### src/rtl/opr_executor_pkg.sv
// Shared definitions for the PDP-8 operate-instruction executor:
// IR bit positions, FSM state codes, group encoding and {L,AC} type.
package opr_executor_pkg;

    typedef logic [12:0] lac_t;

    localparam logic [2:0] ST_IDLE = 3'd0;
    localparam logic [2:0] ST_S1   = 3'd1;
    localparam logic [2:0] ST_S2   = 3'd2;
    localparam logic [2:0] ST_S3   = 3'd3;
    localparam logic [2:0] ST_S4   = 3'd4;
    localparam logic [2:0] ST_S5   = 3'd5;

    localparam logic [1:0] GRP_ILL = 2'd0;
    localparam logic [1:0] GRP_1   = 2'd1;
    localparam logic [1:0] GRP_2   = 2'd2;
    localparam logic [1:0] GRP_3   = 2'd3;

    localparam int G1_CLA = 7;
    localparam int G1_CLL = 6;
    localparam int G1_CMA = 5;
    localparam int G1_CML = 4;
    localparam int G1_RAR = 3;
    localparam int G1_RAL = 2;
    localparam int G1_TWO = 1;
    localparam int G1_IAC = 0;

    localparam int G2_CLA = 7;
    localparam int G2_SMA = 6;
    localparam int G2_SZA = 5;
    localparam int G2_SNL = 4;
    localparam int G2_REV = 3;
    localparam int G2_OSR = 2;
    localparam int G2_HLT = 1;

    localparam int G3_CLA = 7;
    localparam int G3_MQA = 6;
    localparam int G3_SCA = 5;
    localparam int G3_MQL = 4;

    function automatic logic [1:0] grp_of(input logic [11:0] ir);
        if (ir[11:9] != 3'b111) return GRP_ILL;
        if (!ir[8])             return GRP_1;
        if (!ir[0])             return GRP_2;
        return GRP_3;
    endfunction

endpackage

### src/rtl/opr_executor_alu_step.sv
// One architectural step of an OPR microinstruction, purely combinational.
// Reports whether the given step is the final one for this encoding.
module opr_alu_step
    import opr_executor_pkg::*;
#(
    parameter logic EAE_EN = 1'b1
) (
    input  logic [2:0]  step,
    input  logic [11:0] ir,
    input  logic [11:0] ac,
    input  logic        l,
    input  logic [11:0] mq,
    input  logic [11:0] sr,
    output logic [11:0] ac_o,
    output logic        l_o,
    output logic [11:0] mq_o,
    output logic        skip_o,
    output logic        halt_o,
    output logic        ill_o,
    output logic        last_o
);

    lac_t lac;
    logic sense;

    assign lac = {l, ac};

    always_comb begin
        ac_o   = ac;
        l_o    = l;
        mq_o   = mq;
        skip_o = 1'b0;
        halt_o = 1'b0;
        ill_o  = 1'b0;
        last_o = 1'b0;
        sense  = (ir[G2_SMA] & ac[11]) | (ir[G2_SZA] & (ac == 12'd0))
               | (ir[G2_SNL] & l);
        case (grp_of(ir))
            GRP_ILL: begin
                ill_o  = 1'b1;
                last_o = 1'b1;
            end
            GRP_1: begin
                case (step)
                    ST_S1: begin
                        if (ir[G1_CLA]) ac_o = 12'd0;
                        if (ir[G1_CLL]) l_o = 1'b0;
                    end
                    ST_S2: begin
                        if (ir[G1_CMA]) ac_o = ~ac;
                        if (ir[G1_CML]) l_o = ~l;
                    end
                    ST_S3: begin
                        if (ir[G1_IAC]) {l_o, ac_o} = lac + 13'd1;
                    end
                    ST_S4, ST_S5: begin
                        priority case (1'b1)
                            ir[G1_RAR] & ir[G1_RAL]: ill_o = 1'b1;
                            ir[G1_RAR]: {l_o, ac_o} = {lac[0], lac[12:1]};
                            ir[G1_RAL]: {l_o, ac_o} = {lac[11:0], lac[12]};
                            ir[G1_TWO]: ac_o = {ac[5:0], ac[11:6]};
                            default: ;
                        endcase
                        // A second rotate only when exactly one direction is set
                        last_o = (step == ST_S5)
                               | ~(ir[G1_TWO] & (ir[G1_RAR] ^ ir[G1_RAL]));
                    end
                    default: ;
                endcase
            end
            GRP_2: begin
                case (step)
                    ST_S1: begin
                        skip_o = ir[G2_REV] ? ~sense : sense;
                        if (ir[G2_CLA]) ac_o = 12'd0;
                    end
                    ST_S2: begin
                        if (ir[G2_OSR]) ac_o = ac | sr;
                    end
                    ST_S3: begin
                        halt_o = ir[G2_HLT];
                        last_o = 1'b1;
                    end
                    default: ;
                endcase
            end
            GRP_3: begin
                case (step)
                    ST_S1: begin
                        if (ir[G3_CLA]) ac_o = 12'd0;
                    end
                    ST_S2: begin
                        last_o = 1'b1;
                        ill_o  = ir[G3_SCA] | (ir[3:1] != 3'd0);
                        if (EAE_EN) begin
                            case ({ir[G3_MQA], ir[G3_MQL]})
                                2'b11: begin
                                    ac_o = mq;
                                    mq_o = ac;
                                end
                                2'b10: ac_o = ac | mq;
                                2'b01: begin
                                    mq_o = ac;
                                    ac_o = 12'd0;
                                end
                                default: ;
                            endcase
                        end else if (ir[G3_MQA] | ir[G3_MQL]) begin
                            ill_o = 1'b1;
                        end
                    end
                    default: ;
                endcase
            end
            default: ;
        endcase
    end

endmodule

### src/rtl/opr_executor.sv
// Sequential PDP-8 OPR executor: snapshots operands on START and walks
// the microoperations one step per clock, publishing results with DONE.
module opr_executor
    import opr_executor_pkg::*;
#(
    parameter logic EAE_EN      = 1'b1,
    parameter logic HALT_STICKY = 1'b1
) (
    input  logic        CLK,
    input  logic        RESET_N,
    input  logic        START,
    input  logic [11:0] IR,
    input  logic [11:0] AC_IN,
    input  logic        L_IN,
    input  logic [11:0] MQ_IN,
    input  logic [11:0] SR,
    output logic [11:0] AC_OUT,
    output logic        L_OUT,
    output logic [11:0] MQ_OUT,
    output logic        SKIP,
    output logic        HALT,
    output logic        BUSY,
    output logic        DONE,
    output logic        ILLOP
);

    logic [2:0]  state_q, state_d;
    logic [11:0] ir_q, ir_d, sr_q, sr_d;
    logic [11:0] ac_q, ac_d, mq_q, mq_d;
    logic        l_q, l_d, skip_q, skip_d, ill_q, ill_d;
    logic [11:0] ac_out_q, ac_out_d, mq_out_q, mq_out_d;
    logic        l_out_q, l_out_d, skip_out_q, skip_out_d;
    logic        halt_q, halt_d, busy_q, busy_d;
    logic        done_q, done_d, illop_q, illop_d;

    logic [11:0] a_ac, a_mq;
    logic        a_l, a_skip, a_halt, a_ill, a_last;

    opr_alu_step #(.EAE_EN(EAE_EN)) u_alu (
        .step   (state_q),
        .ir     (ir_q),
        .ac     (ac_q),
        .l      (l_q),
        .mq     (mq_q),
        .sr     (sr_q),
        .ac_o   (a_ac),
        .l_o    (a_l),
        .mq_o   (a_mq),
        .skip_o (a_skip),
        .halt_o (a_halt),
        .ill_o  (a_ill),
        .last_o (a_last)
    );

    always_comb begin
        state_d    = state_q;
        ir_d       = ir_q;
        sr_d       = sr_q;
        ac_d       = ac_q;
        l_d        = l_q;
        mq_d       = mq_q;
        skip_d     = skip_q;
        ill_d      = ill_q;
        ac_out_d   = ac_out_q;
        l_out_d    = l_out_q;
        mq_out_d   = mq_out_q;
        skip_out_d = skip_out_q;
        illop_d    = illop_q;
        busy_d     = busy_q;
        done_d     = 1'b0;
        halt_d     = HALT_STICKY ? halt_q : 1'b0;
        if (state_q == ST_IDLE) begin
            if (START) begin
                state_d = ST_S1;
                busy_d  = 1'b1;
                ir_d    = IR;
                sr_d    = SR;
                ac_d    = AC_IN;
                l_d     = L_IN;
                mq_d    = MQ_IN;
                skip_d  = 1'b0;
                ill_d   = 1'b0;
                halt_d  = 1'b0;
            end
        end else begin
            ac_d   = a_ac;
            l_d    = a_l;
            mq_d   = a_mq;
            skip_d = skip_q | a_skip;
            ill_d  = ill_q | a_ill;
            if (a_last) begin
                state_d    = ST_IDLE;
                busy_d     = 1'b0;
                done_d     = 1'b1;
                ac_out_d   = a_ac;
                l_out_d    = a_l;
                mq_out_d   = a_mq;
                skip_out_d = skip_q | a_skip;
                illop_d    = ill_q | a_ill;
                halt_d     = a_halt;
            end else begin
                state_d = state_q + 3'd1;
            end
        end
    end

    always_ff @(posedge CLK or negedge RESET_N) begin
        if (!RESET_N) begin
            state_q    <= ST_IDLE;
            ir_q       <= '0;
            sr_q       <= '0;
            ac_q       <= '0;
            l_q        <= 1'b0;
            mq_q       <= '0;
            skip_q     <= 1'b0;
            ill_q      <= 1'b0;
            ac_out_q   <= '0;
            l_out_q    <= 1'b0;
            mq_out_q   <= '0;
            skip_out_q <= 1'b0;
            illop_q    <= 1'b0;
            halt_q     <= 1'b0;
            busy_q     <= 1'b0;
            done_q     <= 1'b0;
        end else begin
            state_q    <= state_d;
            ir_q       <= ir_d;
            sr_q       <= sr_d;
            ac_q       <= ac_d;
            l_q        <= l_d;
            mq_q       <= mq_d;
            skip_q     <= skip_d;
            ill_q      <= ill_d;
            ac_out_q   <= ac_out_d;
            l_out_q    <= l_out_d;
            mq_out_q   <= mq_out_d;
            skip_out_q <= skip_out_d;
            illop_q    <= illop_d;
            halt_q     <= halt_d;
            busy_q     <= busy_d;
            done_q     <= done_d;
        end
    end

    assign AC_OUT = ac_out_q;
    assign L_OUT  = l_out_q;
    assign MQ_OUT = mq_out_q;
    assign SKIP   = skip_out_q;
    assign HALT   = halt_q;
    assign BUSY   = busy_q;
    assign DONE   = done_q;
    assign ILLOP  = illop_q;

endmodule

### config.mk
export PLATFORM = sky130hd
export DESIGN_NAME = opr_executor
export DESIGN_NICKNAME = d
export VERILOG_FILES = /design/src/rtl/opr_executor_pkg.sv /design/src/rtl/opr_executor_alu_step.sv /design/src/rtl/opr_executor.sv
export SDC_FILE = /design/constraint.sdc
export NUM_CORES = 1
export LEC_CHECK = 0
export ABC_AREA = 1
export CAP_MARGIN = 20
export CORE_UTILIZATION = 34
export DETAILED_ROUTE_END_ITERATION = 10
export SYNTH_ARGS = -nofsm -noshare
export SYNTH_HDL_FRONTEND = slang
export SYNTH_SLANG_ARGS = --single-unit
export TNS_END_PERCENT = 10
### constraint.sdc
create_clock -name CLK -period 4.76 [get_ports CLK]
set_input_delay 0.952 -clock CLK [delete_from_list [all_inputs] [get_ports CLK]]
set_output_delay 0.952 -clock CLK [all_outputs]
set_load 0.005 [all_outputs]
Word-level counts from Yosys, hierarchy flattened. Index checks and enable logic that the tools add are counted.

$add $sub $neg: 2. Reductions and logical operators: 10. Equality and inequality tests: 13. Bitwise logic cells: 19. Multiplexer cells: 68.

Operators by type and width (number): two-way mux 12 bit (15); case mux 12 bit (3 select lines) (2); case mux 12 bit (2 select lines) (2); case mux 12 bit (4 select lines) (1); two-way mux 1 bit (36); bitwise OR 12 bit (2); adder 13 x 1 -> 13 bit, second input constant (1); zero test 12 bit (1); two-way mux 2 bit (6); inverter 12 bit (1); two-way mux 3 bit (3); equality test 2 bit, second input constant (4); case mux 1 bit (4 select lines) (2); equality test 3 x 2 -> 1 bit, second input constant (2); equality test 3 bit, second input constant (2); bitwise OR 1 bit (6); AND reduction 2 bit (3); AND 1 bit (5); equality test 2 x 1 -> 1 bit, second input constant (2); inverter 1 bit (4); OR reduction 2 bit (2); adder 3 x 1 -> 3 bit, second input constant (1); equality test 3 x 1 -> 1 bit, second input constant (1); zero test 3 bit (1); 7 further kinds (7).

Logic and storage cells: 128. Bits of input ports: 52. Register bits after elaboration: 84. Output and inout port bits: 30.

Depth between registers and ports, before layout.
Depth after elaboration: 12. Depth in mapped cells: 14. Depth with buffers taken out: 14.

Modules after synthesis. From an unflattened synthesis, not the netlist that was laid out.

Cell total of the unflattened synthesis: 932. Area, all modules: 6109.6 um^2.

By module, submodules not included: opr_executor (times used 1, cells each 397, area an instance 3562.2 um^2); opr_alu_step (times used 1, cells each 535, area an instance 2547.4 um^2).

Worst setup path before layout. No wires, ideal clock.

Path kind: input port to flip-flop. Start: in START. End: reg ir_q[10]. Stages on the path: 6. Path slack: 2917 ps. Arrival: 1726 ps. Buffers on the path: 1. Cells stage by stage: inv_1 > nor2_1 > clkinv_1 > clkbuf_1 > nand2_1 > nand2_1.

Longest elaborated chain between the ends: 1.

RTL lines: start, declared (RTL line opr_executor.sv:11) `input logic START,`; AND reduction 2 bit (no line); end signal, assigned (RTL line opr_executor.sv:127) `ir_q <= ir_d;`; end, declared (RTL line opr_executor.sv:28) `logic [11:0] ir_q, ir_d, sr_q, sr_d;`.

No other way between the ends. A chain may end at the register's enable or synchronous reset.

Worst setup path in the final report.
Start: reg state_q[0]. End: reg ac_out_q[4], in the netlist AC_OUT[4].

Longest elaborated chain between the ends: 5.

RTL lines: start, declared (RTL line opr_executor.sv:27) `logic [2:0] state_q, state_d;`; start signal, assigned (RTL line opr_executor.sv:126) `state_q <= state_d;`; equality test 3 bit, on equally long branches (RTL line opr_executor_alu_step.sv:44, opr_executor_alu_step.sv:65); bitwise OR 1 bit or OR reduction 2 bit (tied branches) (RTL line opr_executor_alu_step.sv:66, opr_executor_alu_step.sv:44); two-way mux 1 bit (RTL line opr_executor_alu_step.sv:44) `case (step)`; case mux 1 bit (4 select lines) (RTL line opr_executor_alu_step.sv:38) `case (grp_of(ir))`; AND reduction 2 bit (no line); end signal, assigned (RTL line opr_executor.sv:134) `ac_out_q <= ac_out_d;`; end, declared (RTL line opr_executor.sv:31) `logic [11:0] ac_out_q, ac_out_d, mq_out_q, mq_out_d;`.

Parallel ways exist; a longest one is shown, timed or not.

==> impl_summary.md <==
Run status
The flow ran to the end, and the final reports show no timing, DRC or antenna violations.

Global routing
Entering global routing, the biggest net connects 59 pins. The initial antenna violation count came to 0. The number of global-route vias before repair is 6172. The combined global-route utilization of all metal layers is 23.7%. Summed over all layers, the global routing overflow is 0. The first global-routing pass estimated 32900 um of wire.

Timing
The actual slew at the worst max-slew pin is 0.930 ns. The final worst clock skew is 0.0112 ns. The worst path in the final design needs a cycle of 2.72 ns, including I/O delays and setup. Setup violations remaining at the end of the flow were counted as 0. The relative slew slack is 37.8%. The final period utilization is 57.1%.

The number of slew-limit violations in the final report is 0. Static timing analysis puts the maximum clock frequency at 368 MHz. The final hold violation count is 0. Setup repair after global routing left no endpoint under its margin. The total negative slack for setup checks is 0 ns.

Min path
The min-delay analysis places its worst path in the category reg2reg.

Clocking
The TritonCTS buffer count is 9. After clock tree synthesis, the clock-pin slew on the worst setup and hold paths is 0.06 ns. TritonCTS built the clock tree. The number of buffers on the longest clock path is 2. The worst-skew pair later-pin latency is 0.36 ns. The hold buffer count at CTS is 0. Once the clock tree was built, the setup fixing pass inserted 0 buffers. The total of cells resized after clock tree synthesis is 0. CTS placed an instance of sky130_fd_sc_hd__clkbuf_16 at the clock tree root. The number of H-tree levels is 3. The clock net in this run drives a total of 84 sinks.

Final layout
The storage element area is 2100 um2. Of the cells placed in the final design, the portion with a size suffix greater than 1 is 4.88%. The most common library cell in the layout ignoring fill and taps is sky130_fd_sc_hd__nand2_1. The final layout contains 1039 nets. The number of antenna diodes in the final layout is 0. The multi-input combinational cells in the finished layout cover a total of 3310 um2. The synthesis-to-finish area growth is 19.3%. In the layout the commonest cells are sky130_fd_sc_hd__nand2_1 (441), sky130_fd_sc_hd__nand3_1 (88), sky130_fd_sc_hd__dfrtp_1 (84).

After filler insertion, the fill cell instance count of the layout stands at 1885.

Die
The core region is 17200 um2. The die is 134 um tall. The total number of placement rows is 48. The area of the die is 18000 um2.

For this design the top-level I/O count stands at 82. In this run the horizontal extent of the chip is 134 um. The initial utilization of the core area, before any placement, comes to 34.6%.

Power and ir drop
The post-layout total power is 4.44 mW. Dividing total power by cell area gives a power density of 626 nW/um2. The analysis attributes to cell leakage a power of 3.48 nW. Across the VDD grid, the largest voltage drop is 0.000319 V.

Worst setup path
The required time reported for the critical path endpoint is 5.05 ns. The arrival time of the worst setup path is 3.01 ns. The critical path endpoint category is a flop.

Along the worst path, the maximum fanout reaches 30. The critical path in this run is classified as reg2reg. On the critical path, the stage with the largest delay is an instance of sky130_fd_sc_hd__inv_2. For this run, the slowest stage of the critical path takes 0.46 ns. For flop-to-flop paths, the worst setup slack is 2.04 ns.

STA classifies the critical path startpoint as a flop. In this design, the largest share of critical-path delay is due to buffers and inverters. Traced cell by cell, the critical path runs through inv_1 > ha_1 > nand2_2 > inv_2 > nand2_2 > nand4_1 > nand2_2 > buf_4 > inv_2 > o21ai_0 > nand2_1. Counting both buffers and inverters, the worst setup path holds a total of 4.

The cell repeated most along the worst path is sky130_fd_sc_hd__nand2_2.

Synthesis
The share of synthesized cell area in and, or, nand and nor gates is 41.1%. Summing the areas of all fa, ha and maj instances in the mapped netlist gives 1.89% of the synthesized area. Of the total synthesized cell area, the portion taken by XOR and XNOR cells is 0.147%. The share of the Yosys chip area taken by registers is 35.3%. Counting every instance in the synthesized netlist gives 933. The combinational family with the most area after synthesis is simple AND/OR/NAND/NOR gates. The post-synthesis average cell area is 6.38 um2. The synthesized netlist devotes 12.5% of its cell area to compound gates. The number of nets produced by synthesis is 994. The count of unique library cells instantiated by Yosys is 33. The mux share of post-synthesis cell area is 0%. During synthesis, Yosys emitted a total of 0 warnings.

The synthesized design contains 84 register bits. The mapped netlist covers 5950 um2.

Drt
The first routing iteration left 524 violations. The number of routed nets with antenna violations is 0. The first detailed-routing pass took 6 iterations.

The number of DRC violations after detailed routing is 0. The detailed-route via count is 6359. After detailed routing, the number of vias per cell comes to 5.26.

The detailed-route wire length is 20200 um. In the final routed layout, each cell accounts on average for 16.7 um.

Placement
The total half-perimeter wirelength after legalization and detailed placement is 14600 um. Buffers placed on the I/O ports in this run total 81. At the end of routability-driven placement, the weighted congestion stood at 0.951.

Run
The count of maximum capacitance violations is 0.
==> flip-flops by register name, summed over array words and instances, names as in the netlist, 3 cells and up <==
register,count
AC_OUT,12
MQ_OUT,12
ac_q,12
ir_q,12
mq_q,12
sr_q,12
state_q,3
==> cell type report <==
cell class | count | area share [%]
Clock buffer | 9 | 3.17
Clock inverter | 7 | 0.828
Tap cell | 225 | 3.97
Multi-Input combinational cell | 728 | 46.7
Inverter | 68 | 3.60
Timing Repair Buffer | 87 | 12.1
Sequential cell | 84 | 29.6
==> metal layers <==
metal / track usage, % / wire (um) / share of wire [%] / up-vias
met5: 0 / 0 / 0 / -
met4: 12.4 / 834 / 4.1 / 0
li1: - / - / - / 3088
met2: 37.7 / 9390 / 46 / 238
met1: 30.7 / 8820 / 44 / 2978
met3: 4.04 / 1170 / 5.8 / 55
==> tightest hold or removal path: stages (launching register included) <==
cell and delay, ns:
sky130_fd_sc_hd__dfrtp_1 0.34, sky130_fd_sc_hd__nand2_1 0.05, sky130_fd_sc_hd__nand2_1 0.05
==> final timing paths <==
kind                                 start        end  cells after the start
min in group asynchronous          RESET_N    sr_q[8]                      1
worst min register to register     sr_q[3]    sr_q[3]                      2
worst max-delay path            state_q[0]  AC_OUT[4]                     11
max in group asynchronous          RESET_N       BUSY                      2
worst max register to register  state_q[0]  AC_OUT[4]                     11
worst min-delay path               sr_q[3]    sr_q[3]                      2
==> Yosys cell counts, drive strengths merged <==
cell    number  area share, %
nand2      449             29
o22ai        9           0.95
clkbuf      16            1.0
nor2        37            2.8
inv         58            3.7
or2          1           0.11
ha           9            1.9
a21oi       34            2.9
buf         37            3.8
xor2         1           0.15
nor3         5           0.61
a211oi       1           0.13
nand3b       4           0.50
o211ai       7           0.88
nand3       89            7.6
a22oi       26            3.3
nand4        7           0.74
o21a         5           0.63
o31ai        1           0.13
o21ai       43            3.6
dfrtp       84             35
clkinv      10           0.63
==> where the power goes <==
| part | internal [mW] | total (mW) | switching (mW) |
|---|---|---|---|
| Combinational | 0.824 | 2.29 | 1.47 |
| Sequential | 1.03 | 1.47 | 0.439 |
| Clock | 0.362 | 0.679 | 0.318 |
| Total | 2.22 | 4.44 | 2.23 |
==> per-stage QoR <==
stage / hold WS [ns] / setup slack (ns) / std cells / cell area, um2 / util [%]
after floorplan: 0.442 / 2.92 / 933 / 5950 / -
after global placement: 0.458 / 1.95 / 1191 / 6800 / 39.6
after detailed placement: 0.459 / 2.08 / 1192 / 6810 / 39.7
after CTS: 0.475 / 2.07 / 1208 / 7100 / 41.3
after global routing: 0.499 / 1.84 / 1208 / 7100 / 41.3
final: 0.472 / 2.04 / 1208 / 7100 / 41.3
==> cell families (layout without fill, tap and decap cells) <==
family                   Yosys count  count (layout)
AO/OA/AOI/OAI                    126             126
buffers and inverters            121             171
adder cells (fa/ha/maj)            9               9
flip-flops                        84              84
AND/OR/NAND/NOR                  592             592
XOR/XNOR                           1               1
Power figures use the tool's default switching activity.
